==> src/rtl/cpu_pkg.sv <==
// Shared CPU constants and types.
// Holds the default datapath width, the fetch-halt encoding, the base
// opcode constants and the instruction-queue control state type.
package cpu_pkg;

    localparam int unsigned CPU_XLEN      = 32;
    localparam logic [31:0] CPU_HALT_WORD = 32'hFFFF_FFFF;

    // Base opcode field values (instr[6:0])
    localparam logic [6:0] OPC_LOAD   = 7'b0000011;
    localparam logic [6:0] OPC_OP_IMM = 7'b0010011;
    localparam logic [6:0] OPC_STORE  = 7'b0100011;
    localparam logic [6:0] OPC_OP     = 7'b0110011;
    localparam logic [6:0] OPC_BRANCH = 7'b1100011;
    localparam logic [6:0] OPC_JAL    = 7'b1101111;

    // Instruction-queue control state
    typedef logic [0:0] iq_state_t;
    localparam iq_state_t IQ_RUN  = 1'b0;
    localparam iq_state_t IQ_HALT = 1'b1;

endpackage

==> src/rtl/instr_queue_if.sv <==
// Instruction-queue bus between fetch/ROB (master) and the queue (slave).
// Carries the enqueue handshake, the dequeue handshake, flush, the
// occupancy count and the halted status.
interface instr_queue_if
    import cpu_pkg::*;
#(
    parameter int unsigned XLEN  = CPU_XLEN,
    parameter int unsigned DEPTH = 4
);
    localparam int unsigned CW = $clog2(DEPTH + 1);

    logic            enq_valid;
    logic [XLEN-1:0] enq_instr;
    logic [XLEN-1:0] enq_pc;
    logic            enq_ready;
    logic            deq_valid;
    logic [XLEN-1:0] deq_instr;
    logic [XLEN-1:0] deq_pc;
    logic            deq_ready;
    logic            flush;
    logic [CW-1:0]   count;
    logic            halted;

    modport master (
        output enq_valid, enq_instr, enq_pc, deq_ready, flush,
        input  enq_ready, deq_valid, deq_instr, deq_pc, count, halted
    );

    modport slave (
        input  enq_valid, enq_instr, enq_pc, deq_ready, flush,
        output enq_ready, deq_valid, deq_instr, deq_pc, count, halted
    );

endinterface

==> src/rtl/iq_ptr.sv <==
// Wrap-around FIFO pointer.
// Ports: clock, reset (sync, active-high), clr (sync clear), inc (advance),
// ptr (current index, wraps DEPTH-1 -> 0).
module iq_ptr #(
    parameter int unsigned DEPTH = 4
) (
    input  logic                     clock,
    input  logic                     reset,
    input  logic                     clr,
    input  logic                     inc,
    output logic [$clog2(DEPTH)-1:0] ptr
);
    localparam int unsigned AW = $clog2(DEPTH);

    always_ff @(posedge clock) begin
        if (reset || clr) begin
            ptr <= '0;
        end else if (inc) begin
            ptr <= (ptr == AW'(DEPTH - 1)) ? '0 : ptr + AW'(1);
        end
    end

endmodule

==> src/rtl/instr_queue.sv <==
// Circular instruction queue between fetch and decode/issue.
// Ports: clock, reset (sync, active-high), q (instr_queue_if.slave):
//   enq_valid/enq_instr/enq_pc/enq_ready  - fetch side
//   deq_valid/deq_instr/deq_pc/deq_ready  - decode side
//   flush - ROB redirect, count - occupancy, halted - HALT_WORD accepted.
module instr_queue
    import cpu_pkg::*;
#(
    parameter int unsigned     DEPTH     = 4,
    parameter int unsigned     XLEN      = CPU_XLEN,
    parameter logic [XLEN-1:0] HALT_WORD = XLEN'(CPU_HALT_WORD)
) (
    input  logic          clock,
    input  logic          reset,
    instr_queue_if.slave  q
);
    localparam int unsigned AW = $clog2(DEPTH);
    localparam int unsigned CW = $clog2(DEPTH + 1);

    logic [XLEN-1:0] instr_mem [DEPTH];
    logic [XLEN-1:0] pc_mem    [DEPTH];

    logic [AW-1:0] head;
    logic [AW-1:0] tail;
    logic [CW-1:0] count_q;
    logic [CW-1:0] count_d;
    iq_state_t     state_q;
    iq_state_t     state_d;

    logic empty;
    logic full;
    logic do_enq;
    logic do_deq;

    assign empty = (count_q == '0);
    assign full  = (count_q == CW'(DEPTH));

    // A dequeue never frees a slot for a same-cycle enqueue at full.
    assign q.enq_ready = !full && (state_q == IQ_RUN) && !q.flush;
    assign do_enq      = q.enq_valid && q.enq_ready;
    assign do_deq      = !empty && q.deq_ready && !q.flush;

    iq_ptr #(.DEPTH(DEPTH)) u_head (
        .clock (clock),
        .reset (reset),
        .clr   (q.flush),
        .inc   (do_deq),
        .ptr   (head)
    );

    iq_ptr #(.DEPTH(DEPTH)) u_tail (
        .clock (clock),
        .reset (reset),
        .clr   (q.flush),
        .inc   (do_enq),
        .ptr   (tail)
    );

    // Entry storage; validity is tracked by count, so no reset needed.
    always_ff @(posedge clock) begin
        if (do_enq) begin
            instr_mem[tail] <= q.enq_instr;
            pc_mem[tail]    <= q.enq_pc;
        end
    end

    // State register: occupancy and control FSM.
    always_ff @(posedge clock) begin
        if (reset) begin
            count_q <= '0;
            state_q <= IQ_RUN;
        end else begin
            count_q <= count_d;
            state_q <= state_d;
        end
    end

    // Next occupancy and next control state.
    always_comb begin
        count_d = count_q;
        state_d = state_q;
        if (q.flush) begin
            count_d = '0;
            state_d = IQ_RUN;
        end else begin
            if (do_enq && !do_deq) begin
                count_d = count_q + CW'(1);
            end else if (do_deq && !do_enq) begin
                count_d = count_q - CW'(1);
            end
            // The halt word itself is stored; only later enqueues are blocked.
            if (state_q == IQ_RUN && do_enq && q.enq_instr == HALT_WORD) begin
                state_d = IQ_HALT;
            end
        end
    end

    // Head data is forced to zero while the queue is empty.
    assign q.deq_valid = !empty;
    assign q.deq_instr = empty ? '0 : instr_mem[head];
    assign q.deq_pc    = empty ? '0 : pc_mem[head];
    assign q.count     = count_q;
    assign q.halted    = (state_q == IQ_HALT);

endmodule

==> src/flat_wrapper.sv <==
// flat-port wrapper written by rule: the top's interface ports become plain ports
module instr_queue_flat import cpu_pkg::*;
#(
    parameter int unsigned     DEPTH     = 4,
    parameter int unsigned     XLEN      = CPU_XLEN,
    parameter logic [XLEN-1:0] HALT_WORD = XLEN'(CPU_HALT_WORD)
)
  (clock, reset, q_enq_valid, q_enq_instr, q_enq_pc, q_deq_ready, q_flush, q_enq_ready, q_deq_valid, q_deq_instr, q_deq_pc, q_count, q_halted);
  instr_queue_if #(.XLEN(XLEN), .DEPTH(DEPTH)) q_i ();
  input  logic clock;
  input  logic reset;
  input wire logic [$bits(q_i.enq_valid)-1:0] q_enq_valid;
  input wire logic [$bits(q_i.enq_instr)-1:0] q_enq_instr;
  input wire logic [$bits(q_i.enq_pc)-1:0] q_enq_pc;
  input wire logic [$bits(q_i.deq_ready)-1:0] q_deq_ready;
  input wire logic [$bits(q_i.flush)-1:0] q_flush;
  output wire logic [$bits(q_i.enq_ready)-1:0] q_enq_ready;
  output wire logic [$bits(q_i.deq_valid)-1:0] q_deq_valid;
  output wire logic [$bits(q_i.deq_instr)-1:0] q_deq_instr;
  output wire logic [$bits(q_i.deq_pc)-1:0] q_deq_pc;
  output wire logic [$bits(q_i.count)-1:0] q_count;
  output wire logic [$bits(q_i.halted)-1:0] q_halted;
  assign q_i.enq_valid = q_enq_valid;
  assign q_i.enq_instr = q_enq_instr;
  assign q_i.enq_pc = q_enq_pc;
  assign q_i.deq_ready = q_deq_ready;
  assign q_i.flush = q_flush;
  assign q_enq_ready = q_i.enq_ready;
  assign q_deq_valid = q_i.deq_valid;
  assign q_deq_instr = q_i.deq_instr;
  assign q_deq_pc = q_i.deq_pc;
  assign q_count = q_i.count;
  assign q_halted = q_i.halted;
  instr_queue #(.DEPTH(DEPTH), .XLEN(XLEN), .HALT_WORD(HALT_WORD)) u_core (.clock(clock), .reset(reset), .q(q_i));
endmodule
==> config.mk <==
export PLATFORM = sky130hd
export DESIGN_NAME = instr_queue_flat
export DESIGN_NICKNAME = d
export VERILOG_FILES = /design/src/rtl/cpu_pkg.sv /design/src/rtl/instr_queue_if.sv /design/src/rtl/iq_ptr.sv /design/src/rtl/instr_queue.sv /design/src/flat_wrapper.sv
export SDC_FILE = /design/constraint.sdc
export NUM_CORES = 1
export LEC_CHECK = 0
export BUFFER_PORTS_ARGS = -buffer_cell sky130_fd_sc_hd__buf_2
export CAP_MARGIN = 20
export CORE_AREA = 4 4 194 177
export CTS_BUF_LIST = sky130_fd_sc_hd__clkbuf_2 sky130_fd_sc_hd__clkbuf_4 sky130_fd_sc_hd__clkbuf_8
export DETAILED_ROUTE_END_ITERATION = 6
export DIE_AREA = 0 0 198 181
export PLACE_DENSITY_LB_ADDON = 0.2
export REMOVE_ABC_BUFFERS = 1
export SETUP_SLACK_MARGIN = 0.02
export SYNTH_ARGS = -nofsm -noshare
export SYNTH_HDL_FRONTEND = slang
export SYNTH_SLANG_ARGS = --single-unit
==> constraint.sdc <==
create_clock -name clock -period 4.3 [get_ports clock]
set_clock_uncertainty 0.2 [all_clocks]
set_input_delay 1.075 -clock clock [delete_from_list [all_inputs] [get_ports clock]]
set_output_delay 1.075 -clock clock [all_outputs]
set_load 0.02 [all_outputs]
# == Word-level counts from Yosys, hierarchy flattened ==
# Memories as Yosys holds them, arrays and structs flattened. A register that Yosys moved wholly into a read port is not among the register bits.
# Index checks and enable logic that the tools add are counted.
# op_classes
add_sub_neg,4
multipliers,0
div,0
order_cmp,0
eq_ne,4
shift,0
muxes,12
bitwise,1
n_reduce_logical,18
# op_table
op,count
$mux 32,2
$eq 32x32->1 const B,1
$mux 2,6
$logic_and 1x1->1,9
$mux 3,2
$logic_not 1->1,5
$add 2x1->2 const B,2
$eq 2x2->1 const B,2
$add 3x1->3 const B,1
$eq 3x3->1 const B,1
$logic_not 3->1,1
$sub 3x1->3 const B,1
$mux 1,2
$reduce_bool 2->1,1
$reduce_or 2->1,1
$logic_or 1x1->1,1
$not 1->1,1
# word_totals
reg_bits,8
latchBits,0
mem_bits_rw,256
rom_bits,0
output_inout_bits,70
elab_cells,45
mem_count,2
# memory_table
memory,words,word_bits,rd,rd_ports_with_merged_regs,write_ports,line,source
u_core.instr_mem,4,32,1,1,1,instr_queue.sv:20,logic [XLEN-1:0] instr_mem [DEPTH];
u_core.pc_mem,4,32,1,1,1,instr_queue.sv:21,logic [XLEN-1:0] pc_mem [DEPTH];

# == Logic depth before layout (Yosys ltp) ==
# logic_depth
depth_word,9
depth_mapped,9

# == By module ==
# Synthesis repeated with hierarchy kept, for this count alone.
# hier_totals
cells_unflattened,462
hier_area_um2,10193.5
# modules_own_cells
module,n_inst,cells_per_inst,area_per_inst_um2
instr_queue,1,446,10003.3
iq_ptr,2,8,95.1

# == Least setup slack after synthesis ==
# No wires, ideal clock.
# synth_timing
kind,input-to-reg
start,in q_flush
end,mem u_core.instr_mem[1][0] in the netlist's numbering (enable)
setup_time_ns,0.429
arrival_time_ns,3.140
required_time_ns,3.671
setup_slack_ns,0.531
path_stages,2
path_buffers,0
path_cell_list,a2111oi_4 > and2_1
# synth_between
elab_chain_cells,5
# synth_lines
element,line,source
"start, declared",flat_wrapper.sv:16,input wire logic [$bits(q_i.flush)-1:0] q_flush;
$logic_not 1->1,instr_queue.sv:39,assign q.enq_ready = !full && (state_q == IQ_RUN) && !q.flush;
$logic_and 1x1->1,instr_queue.sv:39,
$logic_and 1x1->1,instr_queue.sv:40,assign do_enq = q.enq_valid && q.enq_ready;
$mux 1,instr_queue.sv:61,if (do_enq) begin
$mux 1 (not written as such),instr_queue.sv:62,instr_mem[tail] <= q.enq_instr;
"end, declared",instr_queue.sv:20,
# Every way passes these cells.

# == Worst setup path in the final report ==
# layout_timing
start,reg u_core.count_q[1] (netlist: u_core.q.count[1])
end,out q_deq_instr[24]
# layout_between
elab_chain_cells,2
# layout_lines
element,line,source
"start, declared",instr_queue.sv:25,logic [CW-1:0] count_q;
"start signal, assigned",instr_queue.sv:73,count_q <= count_d;
$logic_not 3->1,instr_queue.sv:35,assign empty = (count_q == '0);
$mux 32,instr_queue.sv:100,assign q.deq_instr = empty ? '0 : instr_mem[head];
"end, declared",flat_wrapper.sv:19,output wire logic [$bits(q_i.deq_instr)-1:0] q_deq_instr;
# Every way passes these cells.

==> flow_metrics.env <==
export IMPL_post_route_util_pct=38.21
export IMPL_drv_cap=0
export IMPL_start_util_pct=31.49
export IMPL_dieArea_mm2=0.03584
export IMPL_grt_max_degree=37
export IMPL_clkSinkCount=266
export IMPL_yosysUniqueCellTypes=27
export IMPL_postPlaceCellArea_mm2=0.01153
export IMPL_ctsResizeCount=0
export IMPL_grt_pass1_wl_um=33820
export IMPL_slew_headroom_pct=56.60
export IMPL_hold_slack_ns=0.2900
export IMPL_layout_min_cycle_time_ns=3.788
export IMPL_ir_worst_vdd_uv=152.1
export IMPL_drcViolationCount=0
export IMPL_fin_crit_sh_pct=88.09
export IMPL_wl_per_cell_um=19.84
export IMPL_critical_path_max_fanout=36
export IMPL_rsz0062_at_grt="false"
export IMPL_postLayoutCellArea_mm2=0.01241
export IMPL_globalplace_congestion=0.7047
export IMPL_num_vias=5078
export IMPL_netlist_area_mm2=0.01023
export IMPL_worstSetupPathType="reg2out"
export IMPL_antenna_found_initial=1
export IMPL_fmax_mhz=264.0
export IMPL_htreeDepth=2
export IMPL_ys_seq_elements=266
export IMPL_clk_latency_ns=0.52
export IMPL_dpl_hpwl_um=13220
export IMPL_synthCells=469
export IMPL_drt_iter0_drc=259
export IMPL_slew_viol_final=0
export IMPL_synth_area_leaders="edfxtp_1 75%, mux4_2 14%, and2_1 4.2%"
export IMPL_post_cts_buffers=0
export IMPL_fill_cells=3040
export IMPL_die_x_um=198
export IMPL_rows=63
export IMPL_synthArstFlopShare_pct=0
export IMPL_layout_nets=722
export IMPL_clockBufferDepth=3
export IMPL_total_power_uw=5411
export IMPL_cts_inserted_buffers=45
export IMPL_grtUsageTotal_pct=12.26
export IMPL_num_antenna_cells=0
export IMPL_r2r_setup_slack_ns=1.22
export IMPL_clkTransAtPathRegs_ns=0.05
export IMPL_portBuffers=138
export IMPL_r2r_start="u_core.q.count[1]$_SDFFE_PP0P_"
export IMPL_syn_area_per_cell_um2=21.81
export IMPL_end_kind="output port"
export IMPL_finalSetupViolCount=0
export IMPL_synth_main_ff_cell="edfxtp_1"
export IMPL_first_pass_iters=4
export IMPL_fp_dieH_um=181
export IMPL_synth_enable_flop_cells=256
export IMPL_register_area_mm2=0.007895
export IMPL_drt_total_wl_um=21880
export IMPL_synth_area_leader_cell="edfxtp_1"
export IMPL_hold_path_class="reg2reg"
export IMPL_postCtsHoldBufs=0
export IMPL_io_pins=139
export IMPL_endpoint="q_deq_instr[24]"
export IMPL_tightest_slew_ns=0.6510
export IMPL_overflow=0
export IMPL_synth_top_area_share_pct=75.17
export IMPL_crit_path_start="u_core.q.count[1]$_SDFFE_PP0P_"
export IMPL_seq_area_frac_synth_pct=77.12
export IMPL_core_area_mm2=0.03248
export IMPL_synthToLayoutAreaGrowth_pct=21.35
export IMPL_p_leak_uw=0.004256
export IMPL_r2r_end="u_core.q.count[2]$_SDFFE_PP0P_"
export IMPL_final_layout_size_suffix_gt1_share_pct=43.91
export IMPL_multi_input_area_mm2=0.002221
export IMPL_startpoint_type="register"
export IMPL_synth_warning_count=0
export IMPL_status="finished clean"
export IMPL_cts_root_buf="clkbuf_8"
export IMPL_cp_arrival_ns=2.51
export IMPL_cts_tree="built"
export IMPL_critPathRequiredTime_ns=3.02
export IMPL_rr_worst_depth=9
export IMPL_vias_per_cell=4.604
export IMPL_grt_pass1_vias=5751
export IMPL_powerDensity_mw_per_mm2=436.0
export IMPL_ant_nets=0
export IMPL_finalHoldViolCount=0
-- area by class of cell --
type                            instances  share of cell area (%)
Clock buffer                           67                   6.573
Tap cell                              422                   4.254
Multi-Input combinational cell        177                   17.89
Clock inverter                         15                  0.5242
Inverter                                4                  0.1210
Sequential cell                       266                   63.62
Timing Repair Buffer                  152                   7.017
-- through the flow --
| stage | cells | setup slack [ns] | TNS (ns) |
|---|---|---|---|
| 2_1_floorplan | 447 | -0.5762 | -36.88 |
| 3_3_place_gp | 1021 | 0.9308 | 0 |
| 4_1_cts | 1103 | 0.3671 | 0 |
| 5_1_grt | 1103 | 0.2440 | 0 |
| 3_5_place_dp | 1021 | 0.8511 | 0 |
| 6_report | 1103 | 0.5120 | 0 |
-- power breakdown --
part	switching [uW]	total, uW	internal (uW)
logic	215	356	141
registers	15.8	2900	2880
clock network	945	2160	1210
total	1180	5410	4230
-- cell usage after synthesis (2+ instances only) --
cell type / number
a21oi_1: 3
and2_1: 68
buf_1: 2
buf_2: 2
buf_4: 6
clkbuf_1: 11
dfxtp_1: 10
edfxtp_1: 256
ha_1: 6
inv_1: 4
mux2i_1: 3
mux4_2: 64
nand2_1: 3
nand4_1: 8
nor2_1: 6
nor4_1: 2
or2_2: 2
or3_1: 3
xor2_1: 2
-- routing by layer --
layer	up-vias	GRT usage (%)	routed length, um
li1	2274	-	-
met1	2626	16.75	9543
met2	142	19.65	10680
met3	34	3.170	1301
met4	2	3.222	348
met5	-	0	13
-- cell usage in the layout (no fill, tap or decap), types with 3 or more instances in the layout --
cell type | netlist | routed
clkbuf_8 | 0 | 50
and2_1 | 68 | 64
mux4_2 | 64 | 64
buf_2 | 2 | 138
nor2_1 | 6 | 6
nand2_1 | 3 | 3
edfxtp_1 | 256 | 256
inv_1 | 4 | 4
clkinv_1 | 0 | 10
mux2i_1 | 3 | 3
and2_4 | 0 | 4
clkbuf_4 | 0 | 17
dfxtp_1 | 10 | 8
buf_12 | 0 | 6
buf_4 | 6 | 8
clkinv_2 | 0 | 4
ha_1 | 6 | 6
nand4_1 | 8 | 8
a21oi_1 | 3 | 3
-- cells by family (layout without fill, tap and decap cells) --
group / Yosys count / after routing / share of synthesized area (%)
mux: 67 / 67 / 14.39
simple gates: 94 / 94 / 5.517
buf+inv: 26 / 238 / 1.272
xor+xnor: 2 / 2 / 0.1713
fa+ha+maj: 7 / 7 / 0.9298
compound gates: 7 / 7 / 0.5995
flops: 266 / 266 / 77.12
-- sequential cells by signal (all words and copies together), names as in the netlist, named ones only --
name,flops
u_core.u_head.ptr,2
u_core.q.count,3
u_core.q.halted,1
u_core.instr_mem,128
u_core.u_tail.ptr,2
u_core.pc_mem,128
-- how the worst min path moves through the flow --
stage	from	endpoint	slack, ns	cells after the start
floorplan	u_core.u_head.ptr[1]$_SDFFE_PP0P_	register	0.25	2
global placement	u_core.u_head.ptr[1]$_SDFFE_PP0P_	register	0.25	2
detailed placement	u_core.u_head.ptr[1]$_SDFFE_PP0P_	register	0.28	2
CTS	u_core.u_head.ptr[1]$_SDFFE_PP0P_	register	0.29	2
global route	u_core.u_head.ptr[1]$_SDFFE_PP0P_	register	0.31	2
finish	u_core.u_head.ptr[1]$_SDFFE_PP0P_	register	0.29	2
-- worst max-delay path, stage by stage, from the launching register on --
cell,delay [ns]
dfxtp_1,0.36
or3_2,0.82
buf_4,0.40
and2_1,0.23
buf_2,0.17
No activity file was read; power rests on OpenSTA's default activity.
